File: src/rtl/load_store_unit_if.sv
// Bundle of pipeline-side and data-memory-side signals for the load/store unit.
//   slave  : the load/store unit view (takes ALU/pipeline inputs and memory
//            responses; drives stall, load result and the memory request).
//   master : the environment view (pipeline + data memory), the mirror image.
// Memory handshake: MemReq_o is raised with stable MemWe_o/MemAddr_o/MemWData_o/
// MemBe_o and held until the cycle in which MemAck_i is sampled high; that
// cycle completes the transfer (MemRData_i valid alongside MemAck_i for loads).
interface load_store_unit_if #(
  parameter int DATA_WIDTH = 32
);
  logic [DATA_WIDTH-1:0] ALUResult_i;
  logic [DATA_WIDTH-1:0] WriteData_i;
  logic                  MemRead_i;
  logic                  MemWrite_i;
  logic [2:0]            Funct3_i;
  logic                  Stall_o;
  logic [DATA_WIDTH-1:0] ReadData_o;
  logic                  ReadValid_o;
  logic                  AccessErr_o;
  logic                  MemReq_o;
  logic                  MemWe_o;
  logic [DATA_WIDTH-1:0] MemAddr_o;
  logic [DATA_WIDTH-1:0] MemWData_o;
  logic [3:0]            MemBe_o;
  logic [DATA_WIDTH-1:0] MemRData_i;
  logic                  MemAck_i;

  modport slave (
    input  ALUResult_i, WriteData_i, MemRead_i, MemWrite_i, Funct3_i,
    input  MemRData_i, MemAck_i,
    output Stall_o, ReadData_o, ReadValid_o, AccessErr_o,
    output MemReq_o, MemWe_o, MemAddr_o, MemWData_o, MemBe_o
  );

  modport master (
    output ALUResult_i, WriteData_i, MemRead_i, MemWrite_i, Funct3_i,
    output MemRData_i, MemAck_i,
    input  Stall_o, ReadData_o, ReadValid_o, AccessErr_o,
    input  MemReq_o, MemWe_o, MemAddr_o, MemWData_o, MemBe_o
  );
endinterface

File: src/rtl/load_store_unit.sv
// Load/store unit: memory-access stage after the ALU.
// Ports:
//   clk_i     : clock, rising edge
//   rst_i     : asynchronous active-high reset
//   bus       : load_store_unit_if.slave (pipeline request, stall, load result,
//               error pulse, and the req/ack data-memory port)
//   dbg_state : current FSM state (0 IDLE, 1 BUSY, 2 DONE)
// A legal request in IDLE stalls the pipeline immediately, is latched, and is
// issued on the memory port from BUSY until ack or timeout. DONE lasts one
// cycle and releases the stall; ReadValid_o / AccessErr_o are registered pulses.
module load_store_unit #(
  parameter int DATA_WIDTH     = 32,
  parameter int TIMEOUT_CYCLES = 255
) (
  input  logic                 clk_i,
  input  logic                 rst_i,
  load_store_unit_if.slave     bus,
  output logic [1:0]           dbg_state
);

  typedef enum logic [1:0] {
    IDLE = 2'd0,
    BUSY = 2'd1,
    DONE = 2'd2
  } state_t;

  localparam logic [7:0] TIMEOUT_LAST = 8'(TIMEOUT_CYCLES - 1);

  state_t                state, state_next;
  logic [7:0]            cnt;
  logic [DATA_WIDTH-1:0] addr_q;
  logic [DATA_WIDTH-1:0] wdata_q;
  logic [2:0]            f3_q;
  logic                  we_q;
  logic [DATA_WIDTH-1:0] read_data_q;
  logic                  read_valid_q;
  logic                  access_err_q;

  // Request validation, evaluated on the live inputs while IDLE.
  logic req_in;
  logic illegal;
  always_comb begin
    illegal = 1'b0;
    req_in  = bus.MemRead_i | bus.MemWrite_i;
    case (bus.Funct3_i)
      3'b000, 3'b100: illegal = 1'b0;
      3'b001, 3'b101: illegal = bus.ALUResult_i[0];
      3'b010:         illegal = (bus.ALUResult_i[1:0] != 2'b00);
      default:        illegal = 1'b1;
    endcase
    // Unsigned variants only exist for loads.
    if (bus.MemWrite_i && bus.Funct3_i[2]) illegal = 1'b1;
    if (bus.MemRead_i && bus.MemWrite_i)   illegal = 1'b1;
  end

  logic accept;
  logic timeout_hit;
  assign accept      = (state == IDLE) && req_in && !illegal;
  assign timeout_hit = (state == BUSY) && !bus.MemAck_i && (cnt == TIMEOUT_LAST);

  always_ff @(posedge clk_i or posedge rst_i) begin
    if (rst_i) state <= IDLE;
    else       state <= state_next;
  end

  always_comb begin
    state_next = state;
    case (state)
      IDLE:    if (accept) state_next = BUSY;
      BUSY:    if (bus.MemAck_i || timeout_hit) state_next = DONE;
      DONE:    state_next = IDLE;
      default: state_next = IDLE;
    endcase
  end

  // Byte lane helpers derived from the latched request.
  logic [1:0]            off;
  logic [3:0]            be;
  logic [DATA_WIDTH-1:0] st_data;
  logic [7:0]            ld_byte;
  logic [15:0]           ld_half;
  logic [DATA_WIDTH-1:0] ld_data;
  always_comb begin
    off = addr_q[1:0];
    case (f3_q[1:0])
      2'b00:   be = 4'b0001 << off;
      2'b01:   be = 4'b0011 << off;
      default: be = 4'b1111;
    endcase
    case (f3_q[1:0])
      2'b00:   st_data = {4{wdata_q[7:0]}};
      2'b01:   st_data = {2{wdata_q[15:0]}};
      default: st_data = wdata_q;
    endcase
    ld_byte = bus.MemRData_i[{off, 3'b000} +: 8];
    ld_half = bus.MemRData_i[{off[1], 4'b0000} +: 16];
    case (f3_q)
      3'b000:  ld_data = {{24{ld_byte[7]}}, ld_byte};
      3'b001:  ld_data = {{16{ld_half[15]}}, ld_half};
      3'b100:  ld_data = {24'd0, ld_byte};
      3'b101:  ld_data = {16'd0, ld_half};
      default: ld_data = bus.MemRData_i;
    endcase
  end

  always_ff @(posedge clk_i or posedge rst_i) begin
    if (rst_i) begin
      cnt          <= '0;
      addr_q       <= '0;
      wdata_q      <= '0;
      f3_q         <= '0;
      we_q         <= 1'b0;
      read_data_q  <= '0;
      read_valid_q <= 1'b0;
      access_err_q <= 1'b0;
    end else begin
      read_valid_q <= 1'b0;
      access_err_q <= 1'b0;
      if (state == IDLE && req_in && illegal) access_err_q <= 1'b1;
      if (accept) begin
        cnt     <= '0;
        addr_q  <= bus.ALUResult_i;
        wdata_q <= bus.WriteData_i;
        f3_q    <= bus.Funct3_i;
        we_q    <= bus.MemWrite_i;
      end
      if (state == BUSY) begin
        if (bus.MemAck_i) begin
          if (!we_q) begin
            read_data_q  <= ld_data;
            read_valid_q <= 1'b1;
          end
        end else begin
          cnt <= cnt + 8'd1;
          if (timeout_hit) access_err_q <= 1'b1;
        end
      end
    end
  end

  logic busy;
  assign busy = (state == BUSY);

  assign bus.Stall_o     = busy || accept;
  assign bus.MemReq_o    = busy;
  assign bus.MemWe_o     = busy && we_q;
  assign bus.MemAddr_o   = busy ? {addr_q[DATA_WIDTH-1:2], 2'b00} : '0;
  assign bus.MemWData_o  = (busy && we_q) ? st_data : '0;
  assign bus.MemBe_o     = busy ? be : 4'b0000;
  assign bus.ReadData_o  = read_data_q;
  assign bus.ReadValid_o = read_valid_q;
  assign bus.AccessErr_o = access_err_q;
  assign dbg_state       = state;

endmodule
File: src/flat_wrapper.sv
// flat-port wrapper written by rule: the top's interface ports become plain ports
module load_store_unit_flat 
#(
  parameter int DATA_WIDTH     = 32,
  parameter int TIMEOUT_CYCLES = 255
)
  (clk_i, rst_i, dbg_state, bus_ALUResult_i, bus_WriteData_i, bus_MemRead_i, bus_MemWrite_i, bus_Funct3_i, bus_MemRData_i, bus_MemAck_i, bus_Stall_o, bus_ReadData_o, bus_ReadValid_o, bus_AccessErr_o, bus_MemReq_o, bus_MemWe_o, bus_MemAddr_o, bus_MemWData_o, bus_MemBe_o);
  load_store_unit_if #(.DATA_WIDTH(DATA_WIDTH)) bus_i ();
  input  logic clk_i;
  input  logic rst_i;
  output logic [1:0] dbg_state;
  input wire logic [$bits(bus_i.ALUResult_i)-1:0] bus_ALUResult_i;
  input wire logic [$bits(bus_i.WriteData_i)-1:0] bus_WriteData_i;
  input wire logic [$bits(bus_i.MemRead_i)-1:0] bus_MemRead_i;
  input wire logic [$bits(bus_i.MemWrite_i)-1:0] bus_MemWrite_i;
  input wire logic [$bits(bus_i.Funct3_i)-1:0] bus_Funct3_i;
  input wire logic [$bits(bus_i.MemRData_i)-1:0] bus_MemRData_i;
  input wire logic [$bits(bus_i.MemAck_i)-1:0] bus_MemAck_i;
  output wire logic [$bits(bus_i.Stall_o)-1:0] bus_Stall_o;
  output wire logic [$bits(bus_i.ReadData_o)-1:0] bus_ReadData_o;
  output wire logic [$bits(bus_i.ReadValid_o)-1:0] bus_ReadValid_o;
  output wire logic [$bits(bus_i.AccessErr_o)-1:0] bus_AccessErr_o;
  output wire logic [$bits(bus_i.MemReq_o)-1:0] bus_MemReq_o;
  output wire logic [$bits(bus_i.MemWe_o)-1:0] bus_MemWe_o;
  output wire logic [$bits(bus_i.MemAddr_o)-1:0] bus_MemAddr_o;
  output wire logic [$bits(bus_i.MemWData_o)-1:0] bus_MemWData_o;
  output wire logic [$bits(bus_i.MemBe_o)-1:0] bus_MemBe_o;
  assign bus_i.ALUResult_i = bus_ALUResult_i;
  assign bus_i.WriteData_i = bus_WriteData_i;
  assign bus_i.MemRead_i = bus_MemRead_i;
  assign bus_i.MemWrite_i = bus_MemWrite_i;
  assign bus_i.Funct3_i = bus_Funct3_i;
  assign bus_i.MemRData_i = bus_MemRData_i;
  assign bus_i.MemAck_i = bus_MemAck_i;
  assign bus_Stall_o = bus_i.Stall_o;
  assign bus_ReadData_o = bus_i.ReadData_o;
  assign bus_ReadValid_o = bus_i.ReadValid_o;
  assign bus_AccessErr_o = bus_i.AccessErr_o;
  assign bus_MemReq_o = bus_i.MemReq_o;
  assign bus_MemWe_o = bus_i.MemWe_o;
  assign bus_MemAddr_o = bus_i.MemAddr_o;
  assign bus_MemWData_o = bus_i.MemWData_o;
  assign bus_MemBe_o = bus_i.MemBe_o;
  load_store_unit #(.DATA_WIDTH(DATA_WIDTH), .TIMEOUT_CYCLES(TIMEOUT_CYCLES)) u_core (.clk_i(clk_i), .rst_i(rst_i), .bus(bus_i), .dbg_state(dbg_state));
endmodule
File: config.mk
export PLATFORM = sky130hd
export DESIGN_NAME = load_store_unit_flat
export DESIGN_NICKNAME = d
export VERILOG_FILES = /design/src/rtl/load_store_unit_if.sv /design/src/rtl/load_store_unit.sv /design/src/flat_wrapper.sv
export SDC_FILE = /design/constraint.sdc
export NUM_CORES = 1
export LEC_CHECK = 0
export ABC_AREA = 1
export CORE_MARGIN = 1
export CORE_UTILIZATION = 49
export DETAILED_ROUTE_END_ITERATION = 6
export GPL_TIMING_DRIVEN = 0
export PLACE_DENSITY = 0.86
export SYNTH_ARGS = -nofsm -noshare
export SYNTH_HDL_FRONTEND = slang
export SYNTH_SLANG_ARGS = --single-unit
export TNS_END_PERCENT = 5
File: constraint.sdc
create_clock -name clk_i -period 6.2 [get_ports clk_i]
set_clock_uncertainty 0.2 [all_clocks]
set_input_delay 0.93 -clock clk_i [delete_from_list [all_inputs] [get_ports clk_i]]
set_output_delay 0.93 -clock clk_i [all_outputs]
set_load 0.01 [all_outputs]
## After elaboration in Yosys (flattened, before gate mapping)

Index checks and enable logic that the tools add are counted.
W data, S select, Z words.

- Register bits after elaboration: 112
- Input bits: 104
- Word-level logic and storage cells: 71

- Add/sub/neg operators: 1
- Equality and inequality tests: 12
- Shift-type cells: 4
- Mux-type cells: 22
- Bitwise gates (word level): 2
- Reduce and logical (&&, ||, !) cells: 21

Operators by type and width:

| cell | count |
|---|---|
| $pmux W32 S4 | 1 |
| $mux W32 | 2 |
| $pmux W32 S2 | 1 |
| $shiftx A32 B6 Y16 | 1 |
| $shiftx A32 B6 Y8 | 1 |
| $mux W8 | 3 |
| $eq A3 B3 Y1 const B | 4 |
| $mux W1 | 9 |
| $add A8 B1 Y8 const B | 1 |
| $eq A8 B8 Y1 const B | 1 |
| $logic_and A1 B1 Y1 | 8 |
| $pmux W4 S2 | 1 |
| $eq A3 B1 Y1 const B | 2 |
| $logic_not A3 Y1 | 2 |
| $eq A2 B1 Y1 const B | 2 |
| $logic_not A2 Y1 | 2 |
| $mux W2 | 2 |
| $mux W4 | 1 |
| $pmux W2 S2 | 1 |
| $reduce_or A2 Y1 | 2 |
| $shl A1 B2 Y4 const A | 1 |
| $shl A2 B2 Y4 const A | 1 |
| $eq A3 B2 Y1 const B | 1 |
| $pmux W1 S3 | 1 |
| other kinds (9) | 11 |

## Depth between registers and ports, before layout

Gate-level depths: netlist (run 1).

- Depth in word-level cells: 10
- Depth in mapped cells: 11
- Gate-level depth less buffers: 9

## Worst setup path after synthesis (run 1)

Ideal clock, no wire load.

- Path kind: input-to-output
- Start point: input bus_ALUResult_i[0]
- End point: output bus_Stall_o
- Arrival time: 1.642 ns
- Data required time: 5.070 ns
- Slack: 3.428 ns
- Stages on the path: 6
- Path through: inv_1 > nor2_1 > nor2_2 > nand3_2 > clkbuf_1 > nand2_1

- Cells in the longest elaborated chain, start to end: 7

Ends and longest elaborated chain:

| item | line | RTL |
|---|---|---|
| from (decl) | flat_wrapper.sv:12 | `input wire logic [$bits(bus_i.ALUResult_i)-1:0] bus_ALUResult_i;` |
| $reduce_bool A2 Y1 | load_store_unit.sv:48 | `3'b010: illegal = (bus.ALUResult_i[1:0] != 2'b00);` |
| $pmux W1 S3 * | load_store_unit.sv:45 | `case (bus.Funct3_i)` |
| $mux W1 * | load_store_unit.sv:52 | `if (bus.MemWrite_i && bus.Funct3_i[2]) illegal = 1'b1;` |
| $mux W1 * | load_store_unit.sv:53 | `if (bus.MemRead_i && bus.MemWrite_i) illegal = 1'b1;` |
| $logic_not A1 Y1 * | load_store_unit.sv:58 | `assign accept = (state == IDLE) && req_in && !illegal;` |
| $logic_and A1 B1 Y1 * | load_store_unit.sv:58 |  |
| $logic_or A1 B1 Y1 * | load_store_unit.sv:144 | `assign bus.Stall_o = busy \|\| accept;` |
| to (decl) | flat_wrapper.sv:19 | `output wire logic [$bits(bus_i.Stall_o)-1:0] bus_Stall_o;` |

Mark *: on every way between the ends. The rest lies on a longest branch, timed or not.

## Final worst setup path (run 1)

- Start point: input bus_Funct3_i[1]
- End point: output bus_Stall_o

- Cells in the longest elaborated chain, start to end: 8
- Elaborated cells on any way between the ends: 13

Ends and longest elaborated chain:

| item | line | RTL |
|---|---|---|
| from (decl) | flat_wrapper.sv:16 | `input wire logic [$bits(bus_i.Funct3_i)-1:0] bus_Funct3_i;` |
| $eq A3 B1 Y1 (tied with other cells) | load_store_unit.sv:45 |  |
| $reduce_or A2 Y1 | load_store_unit.sv:45 |  |
| $pmux W1 S3 * | load_store_unit.sv:45 |  |
| $mux W1 * | load_store_unit.sv:52 |  |
| $mux W1 * | load_store_unit.sv:53 |  |
| $logic_not A1 Y1 * | load_store_unit.sv:58 |  |
| $logic_and A1 B1 Y1 * | load_store_unit.sv:58 |  |
| $logic_or A1 B1 Y1 * | load_store_unit.sv:144 |  |

Marked as above.

==> impl_metrics.tcl, run 1 <==
set metrics [dict create \
    clockBufferDepth 2 \
    first_iter_violations 430 \
    cts_sinks 112 \
    reg2reg_depth 6 \
    postCtsSetupBuffers 0 \
    dp_slack_ns 2.11 \
    layout-drive-gt1-share 0.0848 \
    crit_path_top_delay_cell "clkdlybuf4s50_1" \
    fmax_ghz 0.243 \
    dr_total_vias 6112 \
    hpwl_mm 14.0 \
    worstReg2RegEnd "u_core.wdata_q[4]" \
    synth_common_cells "nand2_1 (267), dfrtp_1 (112), inv_1 (88)" \
    netlist.area_leader.share 0.476 \
    initial_utilization 0.509 \
    cts_hold_buf 0 \
    final_antenna_net_count 0 \
    ys_seq_area_frac 0.476 \
    slew_viol_final 0 \
    dieArea_um2 12500 \
    yosys_warnings 0 \
    path_max_fanout 10 \
    slew_headroom 0.412 \
    grt_max_degree 73 \
    cp-start-kind "primary input" \
    status "complete, but fails checks" \
    r2r_start "u_core.dbg_state[0]" \
    ys.flop_type "dfrtp_1" \
    cts_made_buffers 9 \
    slowest_delay_ns 0.56 \
    netlist-cell-type-count 26 \
    cp.arrival_ns 2.98 \
    synth.area.top_cells "dfrtp_1 (48%), nand2_1 (17%), inv_1 (5.6%)" \
    fillers 896 \
    post-synth-top-count-cell "nand2_1" \
    crit_type "in -> out" \
    grt_pass1_wl_mm 29.7 \
    overflow 0 \
    async_reset_ff_frac 1.00 \
    fin_crit_ns 4.11 \
    synth_area_per_cell_um2 7.25 \
    grt.total_usage 0.306 \
    num_rows 39 \
    areaGrowthSynthToFinish_pct 43.9 \
    port_buffers 208 \
    fp.dieH_um 112 \
    antenna_cells 0 \
    place.gp.congestion 0.888 \
    worst_pin_slew_ns 0.882 \
    drc_errors 14 \
    cts_resized 0 \
    antenna_found_initial 0 \
    clkLatencyLatePin_ns 0.36 \
    rsz0062_at_grt "false" \
    htree_levels 3 \
    syn_inst 812 \
    endpoint "bus_Stall_o" \
    root_buffer "clkbuf_16" \
    totalWireLength_mm 18.7 \
    p_leak_uw 0.00406 \
    clk_pin_slew_ns 0.08 \
    pin_count 211 \
    layout.nets 1139 \
    first_global_vias 5937 \
    core_um2 11600 \
    multiInputGateArea_um2 2460 \
    synth-edff-count 0 \
    fin_ws_ns 2.09 \
    p_per_area_nw_per_um2 351 \
    hold_violations 0 \
    wl_per_cell_um 15.8 \
    r2r_slack_ns 4.34 \
    ir_drop_mv 0.144 \
    startpoint "bus_Funct3_i[1]" \
    hold_path.class "reg -> reg" \
    seq_area_um2 2800 \
    firstDrtPassIters 7 \
    finalPower_uw 2980 \
    viasPerCell 5.18 \
    netlist_area_um2 5890 \
    ys_seq_elements 112 \
    tns_ns 0 \
    setup_viol 0 \
    violations "DRC" \
    worstPathRequired_ns 5.07 \
    tritoncts "done" \
    dp.cells 1165 \
    synth.largest_area_cell "dfrtp_1" \
    layout.cells.non_filler 1181 \
    period_share 0.663 \
    die_x_um 112 \
    endpoint_kind "output pin" \
    cp_cell_sequence "clkdlybuf4s50_1 -> nor2_1 -> nor2_1 -> nor2_2 -> nand3_2 -> clkbuf_1 -> nand2_1 -> clkdlybuf4s50_1" \
    whs_ns 0.291 \
    cap_violations 0 \
]
-- report_power, final --
group | switching [µW] | internal, µW
combinational | 673 | 586
sequential | 144 | 981
clock | 305 | 286
-- state kept, by name, indices dropped and copies added, names as in the netlist --
signal                  count
u_core.we_q                 1
u_core.bus.ReadValid_o      1
u_core.addr_q              32
u_core.cnt                  8
u_core.bus.ReadData_o      32
u_core.bus.AccessErr_o      1
u_core.f3_q                 3
u_core.dbg_state            2
u_core.wdata_q             32
-- cell usage in the layout, fill, tap and decap left out, types with 2 or more instances in the layout --
cell type	instances
a21oi_1	53
clkbuf_16	9
o22ai_1	8
nor2_4	3
nand2_2	4
conb_1	2
clkbuf_1	13
buf_6	7
dfrtp_1	112
inv_8	2
inv_2	7
buf_4	5
ha_1	2
buf_2	21
inv_1	87
nand3_2	2
nand2_1	267
nor2_2	3
nand4_1	2
nand3_1	36
inv_6	2
or2_2	16
nor2_1	77
o21ai_0	51
nor3_1	4
o21ai_1	27
clkdlybuf4s50_1	208
-- critical path, delay by kind of cell --
family | cells | cell delay, ns
simple gates | 5 | 0.53
buf+inv | 3 | 1.51
-- kinds of logic (layout without fill, tap and decap cells) --
logic type,count (synthesis),count (layout),synth area share
buf+inv,141,366,0.106
simple gates,416,416,0.292
flops,112,112,0.476
fa+ha+maj,2,2,0.00425
compound gates,140,140,0.121
other cells,1,2,0.000637
-- cell type report --
cell class | count | share of cell area
flip-flops and latches | 112 | 0.331
repair buffers | 209 | 0.248
inverters | 95 | 0.0424
clock inverters | 7 | 0.00856
well taps | 143 | 0.0211
clock buffers | 9 | 0.0266
multi-input cells | 560 | 0.291
plain buffers | 46 | 0.0319
-- how the worst min path moves through the flow --
| stage | startpoint | endpoint | depth (start not counted) |
|---|---|---|---|
| 6_report | u_core.wdata_q[17] | u_core.wdata_q[17] | 2 |
| 5_1_grt | u_core.wdata_q[22] | u_core.wdata_q[22] | 2 |
| 4_1_cts | u_core.wdata_q[18] | u_core.wdata_q[18] | 2 |
| 3_5_place_dp | u_core.wdata_q[17] | u_core.wdata_q[17] | 2 |
| 3_3_place_gp | u_core.bus.ReadData_o[11] | u_core.bus.ReadData_o[11] | 2 |
| 2_1_floorplan | u_core.wdata_q[23] | u_core.wdata_q[23] | 2 |
-- per-layer routing --
layer / vias up / global-route usage / part of all wire
met5: - / 0 / 0
met4: 0 / 0.115 / 0.028
met3: 40 / 0.0893 / 0.093
met2: 285 / 0.514 / 0.48
met1: 2820 / 0.371 / 0.40
li1: 2967 / - / -
-- metrics by stage --
step,util,instance area (µm²)
after floorplan,-,5890
after global placement,0.705,8160
after detailed placement,0.707,8180
after CTS,0.733,8480
after global routing,0.733,8480
final,0.733,8480
(Power assumes the default switching activity.)
==> inputs of run 2 (changes only) <==
--- a/config.mk
+++ b/config.mk
@@ -7,10 +7,10 @@
 export LEC_CHECK = 0
 export ABC_AREA = 1
 export CORE_MARGIN = 1
-export CORE_UTILIZATION = 49
+export CORE_UTILIZATION = 41
 export DETAILED_ROUTE_END_ITERATION = 6
 export GPL_TIMING_DRIVEN = 0
-export PLACE_DENSITY = 0.86
+export PLACE_DENSITY = 0.77
 export SYNTH_ARGS = -nofsm -noshare
 export SYNTH_HDL_FRONTEND = slang
 export SYNTH_SLANG_ARGS = --single-unit
==> constraint.sdc (replaced) <==
create_clock -name clk_i -period 3.4 [get_ports clk_i]
set_clock_uncertainty 0.2 [all_clocks]
set_input_delay 0.51 -clock clk_i [delete_from_list [all_inputs] [get_ports clk_i]]
set_output_delay 0.51 -clock clk_i [all_outputs]
set_load 0.01 [all_outputs]
==> run 2 against run 1 <==
Effect of this change:
- the flow now finishes without violations
- design area up 0.40%
- die area up 19%
- critical endpoint is now bus_MemWData_o[31]
- critical path depth down 2
- sequential power up 81%
- largest power group unchanged
- global-route usage down 4.6 points
- power up 79%
- setup slack worse by 1.9 ns
- hold slack worse by 0.0092 ns
==> impl_metrics.tcl, run 2 (synthesis results as in run 1) <==
set metrics [dict create \
    hpwl_mm 14.2 \
    final_common_cell "nand2_1" \
    multiInputGateArea_um2 2460 \
    period_share 0.930 \
    dr_total_vias 5972 \
    seq_area_um2 2800 \
    worst_pin_slew_ns 0.790 \
    postCtsSetupBuffers 0 \
    tns_ns 0 \
    cts_hold_buf 0 \
    port_buffers 208 \
    path_max_fanout 10 \
    p_leak_uw 0.00405 \
    fmax_ghz 0.316 \
    r2r_slack_ns 1.30 \
    worstHoldEndpoint "u_core.bus.ReadData_o[15]" \
    overflow 0 \
    cp.arrival_ns 2.45 \
    crit_type "reg -> out" \
    hold_start "u_core.bus.ReadData_o[15]" \
    finalPower_uw 5320 \
    initial_utilization 0.423 \
    setup_viol 0 \
    totalWireLength_mm 18.6 \
    endpoint_kind "output pin" \
    grt.total_usage 0.260 \
    ir_drop_mv 0.285 \
    clkLatencyLatePin_ns 0.35 \
    layout_common_cells "nand2_1 (267), clkdlybuf4s50_1 (208), dfrtp_1 (112), inv_1 (87), nor2_1 (77)" \
    pin_count 211 \
    grt_max_degree 42 \
    place.gp.congestion 0.859 \
    drc_errors 0 \
    slew_viol_final 0 \
    r2r_start "u_core.dbg_state[0]" \
    cts_resized 0 \
    p_per_area_nw_per_um2 626 \
    cts_made_buffers 9 \
    wl_per_cell_um 15.3 \
    fp.dieH_um 122 \
    fillers 1293 \
    core_um2 13900 \
    layout-drive-gt1-share 0.0829 \
    hold_path.class "reg -> reg" \
    worstReg2RegEnd "u_core.addr_q[4]" \
    layout.nets 1139 \
    hold_violations 0 \
    slew_headroom 0.472 \
    htree_levels 3 \
    first_global_vias 5989 \
    clockBufferDepth 2 \
    reg2reg_depth 7 \
    clk_pin_slew_ns 0.07 \
    worstPathRequired_ns 2.69 \
    whs_path_depth 2 \
    rsz0062_at_grt "false" \
    cp-start-kind "flop" \
    viasPerCell 4.90 \
    first_iter_violations 402 \
    root_buffer "clkbuf_16" \
    fin_crit_ns 3.16 \
    firstDrtPassIters 5 \
    final_antenna_net_count 0 \
    antenna_cells 0 \
    dieArea_um2 14900 \
    antenna_found_initial 0 \
    cts_sinks 112 \
    grt_pass1_wl_mm 29.3 \
    tritoncts "done" \
    status "finished clean" \
    die_x_um 122 \
    areaGrowthSynthToFinish_pct 44.5 \
    cap_violations 0 \
    num_rows 43 \
]
==> run 2: cell types whose count changed in the layout (fill, tap and decap cells not counted), moves of 2 or more <==
cell / delta
clkbuf_1: +2
clkinv_4: +2
inv_6: -2
inv_8: -2
==> run 2: final cells by class <==
type                    count  share of cell area
well taps                 180              0.0265
repair buffers            210               0.249
inverters                  95              0.0423
clock inverters             4             0.00368
clock buffers              12              0.0278
plain buffers              45              0.0313
flip-flops and latches    112               0.329
multi-input cells         560               0.290
==> run 2: how the worst max path moves through the flow <==
stage | startpoint | endpoint | slack [ns] | depth (start not counted)
6_report | u_core.dbg_state[1] | bus_MemWData_o[31] | 0.24 | 6
5_1_grt | u_core.dbg_state[1] | bus_MemWData_o[31] | 0.05 | 6
3_3_place_gp | bus_Funct3_i[1] | bus_Stall_o | 0.13 | 8
3_5_place_dp | bus_Funct3_i[1] | bus_Stall_o | 0.13 | 8
4_1_cts | bus_Funct3_i[1] | bus_Stall_o | 0.12 | 8
2_1_floorplan | rst_i | u_core.addr_q[0] | 1.33 | 1
==> run 2: critical path: stages, from the launching register on <==
cell and delay [ns]:
dfrtp_1 0.44, inv_1 0.09, nand2_2 0.19, nor2_4 0.29
inv_2 0.14, nor3_1 0.34, clkdlybuf4s50_1 0.61
==> run 2: through the flow <==
step	hold WS (ns)	setup WS, ns	cell area, µm²	std cells	utilization
2_1_floorplan	0.249	1.33	5900	813	-
3_3_place_gp	0.262	0.132	8210	1201	0.589
3_5_place_dp	0.266	0.131	8250	1203	0.592
4_1_cts	0.287	0.115	8510	1219	0.611
5_1_grt	0.305	0.0462	8510	1218	0.611
6_report	0.282	0.239	8510	1218	0.611
==> run 2: metal layers <==
| metal | up-vias | track usage | routed length (µm) |
|---|---|---|---|
| li1 | 2959 | - | - |
| met1 | 2744 | 0.302 | 7480 |
| met2 | 238 | 0.448 | 8980 |
| met3 | 31 | 0.0815 | 1800 |
| met4 | 0 | 0.0941 | 374 |
| met5 | - | 0 | 0 |
==> run 2: power by group <==
part	switching (µW)	internal (µW)	leakage (µW)
clock network	492	502	0.000131
logic	1200	1070	0.00253
registers	264	1790	0.00138
total	1960	3360	0.00405
==> inputs of run 3 (changes only) <==
--- a/config.mk
+++ b/config.mk
@@ -6,6 +6,8 @@
 export NUM_CORES = 1
 export LEC_CHECK = 0
 export ABC_AREA = 1
+export CAP_MARGIN = 20
+export CORE_ASPECT_RATIO = 0.7
 export CORE_MARGIN = 1
 export CORE_UTILIZATION = 41
 export DETAILED_ROUTE_END_ITERATION = 6
==> run 3 against run 2 <==
Effect of this change:
- combinational power is essentially flat
- first-iteration DRC count up 18%
- register-to-register slack gained 0.24 ns
- setup slack got worse by 0.10 ns
- flip-flop and latch count unchanged
- critical path depth up 2
- core utilization is 0.30 points higher
==> impl_metrics.tcl, run 3 (synthesis results as in run 1) <==
set metrics [dict create \
    root_buffer "clkbuf_16" \
    cts_sinks 112 \
    areaGrowthSynthToFinish_pct 45.5 \
    hold_path.class "reg -> reg" \
    rsz0062_at_grt "false" \
    slew_headroom 0.516 \
    cp-start-kind "primary input" \
    final_common_cell "nand2_1" \
    cp.arrival_ns 2.55 \
    core_um2 14000 \
    layout_common_cells "nand2_1 (267), clkdlybuf4s50_1 (208), dfrtp_1 (112), inv_1 (87), nor2_1 (77)" \
    port_buffers 208 \
    fin_crit_ns 3.26 \
    first_iter_violations 473 \
    antenna_found_initial 0 \
    path_max_fanout 10 \
    wl_per_cell_um 15.0 \
    slew_viol_final 0 \
    overflow 0 \
    finalPower_uw 5420 \
    tritoncts "done" \
    hold_violations 0 \
    clkLatencyLatePin_ns 0.35 \
    final_antenna_net_count 0 \
    worstPathRequired_ns 2.69 \
    setup_viol 0 \
    clk_pin_slew_ns 0.07 \
    stdcell_area_um2 8570 \
    num_rows 36 \
    cts_hold_buf 0 \
    clockBufferDepth 2 \
    initial_utilization 0.422 \
    tns_ns 0 \
    grt_max_degree 43 \
    dr_total_vias 5969 \
    status "finished clean" \
    dieArea_um2 14900 \
    crit_type "in -> out" \
    hpwl_mm 14.0 \
    place.gp.congestion 0.885 \
    viasPerCell 4.86 \
    period_share 0.960 \
    antenna_cells 0 \
    die_x_um 145 \
    fp.dieH_um 102 \
    worst_pin_slew_ns 0.724 \
    firstDrtPassIters 7 \
    grt.total_usage 0.253 \
    drc_errors 0 \
    fmax_ghz 0.306 \
    endpoint_kind "output pin" \
    p_leak_uw 0.00407 \
    fillers 1246 \
    htree_levels 3 \
    totalWireLength_mm 18.5 \
    p_per_area_nw_per_um2 633 \
    ir_drop_mv 0.324 \
    pin_count 211 \
    postCtsSetupBuffers 0 \
    place_area_um2 8260 \
    layout.nets 1140 \
    cts_resized 0 \
    layout-drive-gt1-share 0.0857 \
    first_global_vias 5456 \
    cts_made_buffers 9 \
    grt_pass1_wl_mm 29.2 \
    cap_violations 0 \
]
run 3: cell types whose count changed in the layout (fill, tap and decap cells not counted):
cell / change
clkinv_8: +3
clkinvlp_4: +1
clkinv_2: -1
clkbuf_1: -2
inv_8: +1
inv_6: +2
clkinv_4: -3
run 3: where the power goes:
| part | total, µW | switching, µW | internal (µW) |
|---|---|---|---|
| combinational | 2300 | 1220 | 1070 |
| sequential | 2040 | 248 | 1790 |
| clock | 1090 | 561 | 528 |
run 3: worst max-delay path: stages:
cell and delay (ns):
clkdlybuf4s50_1 0.50, nor2_1 0.14, nor2_1 0.05, nor2_2 0.13, nand3_2 0.22, clkbuf_1 0.34, nand2_1 0.12, clkdlybuf4s50_1 0.55
run 3: metrics by stage:
stage	hold slack [ns]	setup slack (ns)	util	instances
floorplan	0.249	1.33	-	813
global placement	0.263	0.123	0.589	1211
detailed placement	0.265	0.129	0.591	1213
CTS	0.284	0.122	0.614	1229
global route	0.301	0.00495	0.614	1229
finish	0.281	0.135	0.614	1229
run 3: area by class of cell:
cell class	count	area [µm²]	share of cell area
clock inverters	7	85.1	0.00993
clock buffers	9	225	0.0263
flip-flops and latches	112	2800	0.327
well taps	190	238	0.0277
inverters	95	360	0.0421
repair buffers	210	2120	0.248
plain buffers	46	270	0.0315
multi-input cells	560	2460	0.288
run 3: layer usage:
metal,vias to the layer above,routed length (µm),global-route usage
met3,22,1910,0.0808
met2,287,7780,0.369
met5,-,0,0
li1,2959,-,-
met1,2701,8530,0.366
met4,0,260,0.0567
run 3: path summary, 6_finish.rpt:
path	from	end	slack [ns]	cells after the start
worst min register to register	u_core.bus.ReadData_o[11]	u_core.bus.ReadData_o[11]	0.28	2
worst min-delay path	u_core.bus.ReadData_o[11]	u_core.bus.ReadData_o[11]	0.28	2
worst max-delay path	bus_Funct3_i[1]	bus_Stall_o	0.14	8
worst max register to register	u_core.dbg_state[1]	u_core.wdata_q[7]	1.54	6
max in group asynchronous	rst_i	u_core.wdata_q[17]	1.95	3
min in group asynchronous	rst_i	u_core.addr_q[5]	0.41	2
